**config.mk**
```make
export PLATFORM = sky130hd
export DESIGN_NAME = stream_argmax_comparator
export DESIGN_NICKNAME = d
export VERILOG_FILES = /design/src/rtl/stream_argmax_comparator.sv
export SDC_FILE = /design/constraint.sdc
export NUM_CORES = 1
export LEC_CHECK = 0
export ABC_AREA = 0
export CAP_MARGIN = 25
export CORE_MARGIN = 2
export CORE_UTILIZATION = 43
export CTS_CLUSTER_SIZE = 14
export DETAILED_ROUTE_END_ITERATION = 8
export GPL_TIMING_DRIVEN = 0
export MAX_ROUTING_LAYER = met4
export PLACE_DENSITY = 0.74
export SYNTH_ARGS = -nofsm -noshare
export SYNTH_HDL_FRONTEND = slang
export SYNTH_SLANG_ARGS = --single-unit
```
**constraint.sdc**
```tcl
create_clock -name Clock -period 2 [get_ports Clock]
set_input_delay 0.4 -clock Clock [delete_from_list [all_inputs] [get_ports Clock]]
set_output_delay 0.4 -clock Clock [all_outputs]
set_load 0.02 [all_outputs]
```
**src/rtl/stream_argmax_comparator.sv**
```systemverilog
// Streaming argmax: tracks the largest beat of a vector, its position and the beat count.
// Ports: Clock/ResetN (sync, active-low), InValid/InReady/DataIn/InLast in, OutValid/OutReady/MaxData/MaxIndex/Count/Overflow out.
// Optional macro ARGMAX_TIE_LAST_EN: equal beats replace the max, so the last occurrence wins.
module stream_argmax_comparator #(
  parameter int WIDTH          = 8,
  parameter bit TwosComplement = 1'b1,
  parameter int INDEX_WIDTH    = 4
) (
  input  logic                   Clock,
  input  logic                   ResetN,
  input  logic                   InValid,
  output logic                   InReady,
  input  logic [WIDTH-1:0]       DataIn,
  input  logic                   InLast,
  output logic                   OutValid,
  input  logic                   OutReady,
  output logic [WIDTH-1:0]       MaxData,
  output logic [INDEX_WIDTH-1:0] MaxIndex,
  output logic [INDEX_WIDTH-1:0] Count,
  output logic                   Overflow
);

  typedef enum logic [1:0] {
    EMPTY = 2'd0,
    ACCUM = 2'd1,
    HOLD  = 2'd2
  } state_e;

  localparam logic [INDEX_WIDTH-1:0] SAT = '1;

  state_e                 state_q, state_d;
  logic [WIDTH-1:0]       max_q, max_d;
  logic [INDEX_WIDTH-1:0] idx_q, idx_d;
  logic [INDEX_WIDTH-1:0] cnt_q, cnt_d;
  logic [INDEX_WIDTH-1:0] pos_q, pos_d;
  logic                   full_q, full_d;
  logic                   ovf_q, ovf_d;

  logic accept;
  logic gt;
  logic eq;
  logic take;

  assign accept = InValid && (state_q != HOLD);
  assign eq     = (DataIn == max_q);

  if (TwosComplement) begin : g_signed
    assign gt = $signed(DataIn) > $signed(max_q);
  end else begin : g_unsigned
    assign gt = DataIn > max_q;
  end

`ifdef ARGMAX_TIE_LAST_EN
  assign take = gt || eq;
`else
  assign take = gt;
`endif

  always_ff @(posedge Clock) begin
    if (!ResetN) begin
      state_q <= EMPTY;
    end else begin
      state_q <= state_d;
    end
  end

  always_comb begin
    state_d = state_q;
    unique case (state_q)
      EMPTY, ACCUM: begin
        if (accept) state_d = InLast ? HOLD : ACCUM;
      end
      HOLD: begin
        if (OutReady) state_d = EMPTY;
      end
      default: state_d = EMPTY;
    endcase
  end

  always_comb begin
    InReady  = (state_q != HOLD);
    OutValid = (state_q == HOLD);
  end

  // full_q marks that the saturated position is already occupied,
  // so only a beat beyond 2^INDEX_WIDTH flags Overflow.
  always_comb begin
    max_d  = max_q;
    idx_d  = idx_q;
    cnt_d  = cnt_q;
    pos_d  = pos_q;
    full_d = full_q;
    ovf_d  = ovf_q;
    if (accept) begin
      if (state_q == EMPTY) begin
        max_d = DataIn;
        idx_d = '0;
      end else if (take) begin
        max_d = DataIn;
        idx_d = pos_q;
      end
      pos_d  = (pos_q == SAT) ? SAT : pos_q + 1'b1;
      cnt_d  = (cnt_q == SAT) ? SAT : cnt_q + 1'b1;
      full_d = full_q | (pos_q == SAT);
      ovf_d  = ovf_q | full_q;
    end else if ((state_q == HOLD) && OutReady) begin
      cnt_d  = '0;
      pos_d  = '0;
      full_d = 1'b0;
      ovf_d  = 1'b0;
    end
  end

  always_ff @(posedge Clock) begin
    if (!ResetN) begin
      max_q  <= '0;
      idx_q  <= '0;
      cnt_q  <= '0;
      pos_q  <= '0;
      full_q <= 1'b0;
      ovf_q  <= 1'b0;
    end else begin
      max_q  <= max_d;
      idx_q  <= idx_d;
      cnt_q  <= cnt_d;
      pos_q  <= pos_d;
      full_q <= full_d;
      ovf_q  <= ovf_d;
    end
  end

  assign MaxData  = max_q;
  assign MaxIndex = idx_q;
  assign Count    = cnt_q;
  assign Overflow = ovf_q;

endmodule

```
**Word level (Yosys, flattened, before mapping)**

Cells that the tools add are included.

- Bits in registers: 24
- Latch bits: 0
- Memory bits (writable): 0
- Bits in read-only memories: 0
- Input bits: 13
- Output and inout bits: 19
- Logic and storage cells: 43
- Memories kept: 0

- $add $sub $neg: 2
- $mul: 0
- Div/mod/pow operators: 0
- Order comparisons: 1
- Eq/ne operators: 7
- Shift operators: 0
- Mux-type cells: 16
- Bitwise operators: 2
- Reductions and logical operators: 8

Operator list:

| cell | count |
|---|---|
| 4-bit 2-to-1 mux | 7 |
| 8-bit 2-to-1 mux | 2 |
| 4-bit by 1-bit adder with 4-bit output, second input constant | 2 |
| 4-bit equality test, second input constant | 2 |
| 8-bit > comparator | 1 |
| 2-bit 2-to-1 mux | 3 |
| 2-bit inequality test, second input constant | 2 |
| 2-bit case mux with 2 select lines | 1 |
| 2-bit AND reduction | 2 |
| 2-bit nonzero test | 2 |
| 1-bit 2-to-1 mux | 3 |
| 2-bit by 1-bit equality test with 1-bit output, second input constant | 1 |
| 2-bit equality test, second input constant | 1 |
| 1-bit logical AND | 2 |
| 2-bit logical NOT | 1 |
| 2-bit by 1-bit inequality test with 1-bit output, second input constant | 1 |
| 1-bit bitwise OR | 2 |
| 2-bit OR reduction | 1 |

**Depth between registers and ports, before layout**

- Word-level depth: 4
- Gate-level depth with buffers: 8
- Depth with buffers taken out: 7

**Worst setup path before layout**

No wires, ideal clock.

- Path kind: flip-flop to flip-flop
- Start: register max_q[7], in the netlist MaxData[7]
- End: register max_q[0], in the netlist MaxData[0]
- Arrival: 1.956 ns
- Data required time: 1.928 ns
- Path slack: -0.028 ns
- Stages on the path, launching flop included: 8
- Period minus slack after synthesis: 2.028 ns
- Cells stage by stage: dfxtp_1 -> inv_1 -> ha_1 -> nor4b_1 -> and3b_1 -> a2111oi_4 -> buf_6 -> mux2i_1

- Word-level cells in the longest chain between the ends: 3

RTL lines:

| what | line | source |
|---|---|---|
| start: declaration | 32 | `logic [WIDTH-1:0] max_q, max_d;` |
| start signal: assignment | 123 | `max_q <= max_d;` |
| 8-bit > comparator | 48 | `assign gt = $signed(DataIn) > $signed(max_q);` |
| 2-bit nonzero test (no line) | -- |  |
| 2-bit AND reduction (no line) | -- |  |

No other way between the ends.
A chain may end at the register's enable or synchronous reset.

**Worst setup path after layout**

- Start: register max_q[5], in the netlist MaxData[5]
- End: register max_q[4], in the netlist MaxData[4]

The elaborated chain is that of the path after synthesis.

==> flow_summary.toml <==
[synth]
syn_area_um2 = 1260
yosys_most_used_dff = "dfxtp_1"
synthesis.nets = 172
ys_ff_latch = 24
synth_edf_count = 0
yosysSeqAreaShare = 0.380
yosys.cell_types.count = 31
syn_area_per_cell_um2 = 8.48
synthArstFlopShare = 0
syn_inst = 149
yosys_warnings = 0

[finish]
syn2layout_area_growth_pct = 36.4
n_antenna_cell = 0
fin_nets = 214
final_cell_mix = "nand2_1, clkdlybuf4s50_1, dfxtp_1"
final_common_cell = "nand2_1"
drive_gt1_frac = 0.148

[placed_design]
port_buffers = 31
place.gp.congestion = 0.850
dp_hpwl_um = 2130

[hold_path]
min_path_cells = 2
hold_class = "flip-flop to flip-flop"

[sta]
min_period_over_period = 0.992
setup_tns_ns = 0
hold_viol = 0
maxSlewViolCount = 0
finalHoldWorstSlack_ns = 0.474
skew_ns = 0.00442
max_slew_margin = 0.702
fin_crit_ns = 1.98
fmax_mhz = 504
rsz0062_at_grt = "true"
setup_viol = 0
worstMarginPinSlew_ns = 0.447

[global_route]
grt_max_degree = 13
grt_pass1_wl_um = 5080
grt_pass1_vias = 1175
grt_use_total = 0.197
antenna_found_initial = 0
overflow = 0

[clocking]
root_buffer = "clkbuf_4"
cts_tree = "done"
cts_buffers = 3
clkSlewWorstSetupHoldPaths_ns = 0.12
htree_levels = 1
insertion_delay_ns = 0.30
cts.sinks = 24
postCtsHoldBufs = 0
clk_path_buf_depth = 2

[critical_path]
start_kind = "flip-flop"
end_kind = "flip-flop"
cp.required_ns = 2.23
worst-setup-path-type = "flip-flop to flip-flop"
crit_arrival_ns = 2.21
ff2ff_path_depth = 8
crit_path_max_fanout = 5

[pwr]
power_mw = 1.02
powerDensity_nw_per_um2 = 592
peakVddDrop_uv = 379
p_leak_nw = 0.689

[detailed_routing]
dr.first_iter.drc_count = 37
drc = 0
drtPass1Iterations = 4
detail_route.wl_per_cell_um = 13.1
vias = 1168
wl_um = 2880
final_antenna_net_count = 0
via_per_inst = 5.31

[die]
start_util = 0.454
dieArea_um2 = 3390
coreArea_um2 = 2780
io_pins = 32
die_h_um = 58.2
die_x_um = 58.2
core.rowCount = 19

[run]
maxCapViolations = 0

[status]
outcome = "finished clean"
==> state kept, by name, summed over array words and instances (netlist names) <==
register,count
MaxData,8
Count,4
MaxIndex,4
pos_q,4
state_q,2
Overflow,1
full_q,1
==> final cells by class <==
cell class | instances | area, um^2
Fill cell | 263 | 1060
Multi-Input combinational cell | 109 | 759
Timing Repair Buffer | 37 | 345
Buffer | 5 | 30.0
Clock buffer | 3 | 22.5
Sequential cell | 24 | 487
Tap cell | 31 | 38.8
Inverter | 11 | 41.3
==> synth_stat cells, types with 3 or more instances <==
| library cell | count | area, um^2 |
|---|---|---|
| dfxtp_1 | 24 | 480 |
| nor3_1 | 7 | 35.0 |
| ha_1 | 10 | 125 |
| mux2i_1 | 12 | 120 |
| a21oi_1 | 6 | 30.0 |
| nand2_1 | 32 | 120 |
| clkbuf_1 | 3 | 11.3 |
| nand3_1 | 5 | 25.0 |
| inv_1 | 10 | 37.5 |
| nor2_1 | 12 | 45.0 |
==> final timing paths <==
path               startpoint           to  slack [ns]
setup reg to reg   MaxData[5]   MaxData[4]        0.02
setup / recovery   MaxData[5]   MaxData[4]        0.02
hold / removal    MaxIndex[0]  MaxIndex[0]        0.47
hold reg to reg   MaxIndex[0]  MaxIndex[0]        0.47
==> kinds of logic (layout without fill, tap and decap cells) <==
| group | after synthesis | in the layout | share of synthesized area |
|---|---|---|---|
| AO/OA/AOI/OAI | 20 | 20 | 0.120 |
| adder cells (fa/ha/maj) | 10 | 10 | 0.0990 |
| buffers and inverters | 16 | 56 | 0.0564 |
| flip-flops | 24 | 24 | 0.380 |
| multiplexers | 12 | 12 | 0.0951 |
| AND/OR/NAND/NOR | 67 | 67 | 0.250 |
==> through the flow <==
step	utilization	worst slack, ns	std cells	cell area, um^2
global placement	0.581	-0.518	211	1620
global route	0.620	-0.0889	220	1720
CTS	0.611	0.00625	219	1700
floorplan	-	0.0315	149	1270
finish	0.620	0.0161	220	1720
detailed placement	0.581	-0.606	211	1620
==> routing by layer <==
metal / GRT usage / routed length (um) / vias to the layer above
li1: - / - / 594
met2: 0.338 / 1420 / 29
met5: - / 0 / -
met1: 0.241 / 1300 / 543
met4: 0.0565 / 8 / 0
met3: 0.0268 / 151 / 2
==> what timing repair did <==
item	4_1_cts	5_1_grt
cloned	1	0
hold endpoints to repair	0	0
pin swaps	8	4
buffers inserted	4	1
resized for setup	17	5
setup endpoints to repair	10	13
==> power breakdown <==
part | total, mW | internal (mW) | switching [mW]
clock | 0.203 | 0.0702 | 0.133
combinational | 0.287 | 0.146 | 0.141
sequential | 0.530 | 0.505 | 0.0253
==> worst max-delay path, cell delays in order (launching register included) <==
cell and delay (ns):
dfxtp_2 0.37, inv_2 0.05, ha_4 0.26, a21o_1 0.09, nand2_1 0.06, and3b_2 0.23
a2111oi_4 0.41, buf_6 0.21, mux2i_2 0.23
Note: power is estimated with default switching activity, not from simulation.
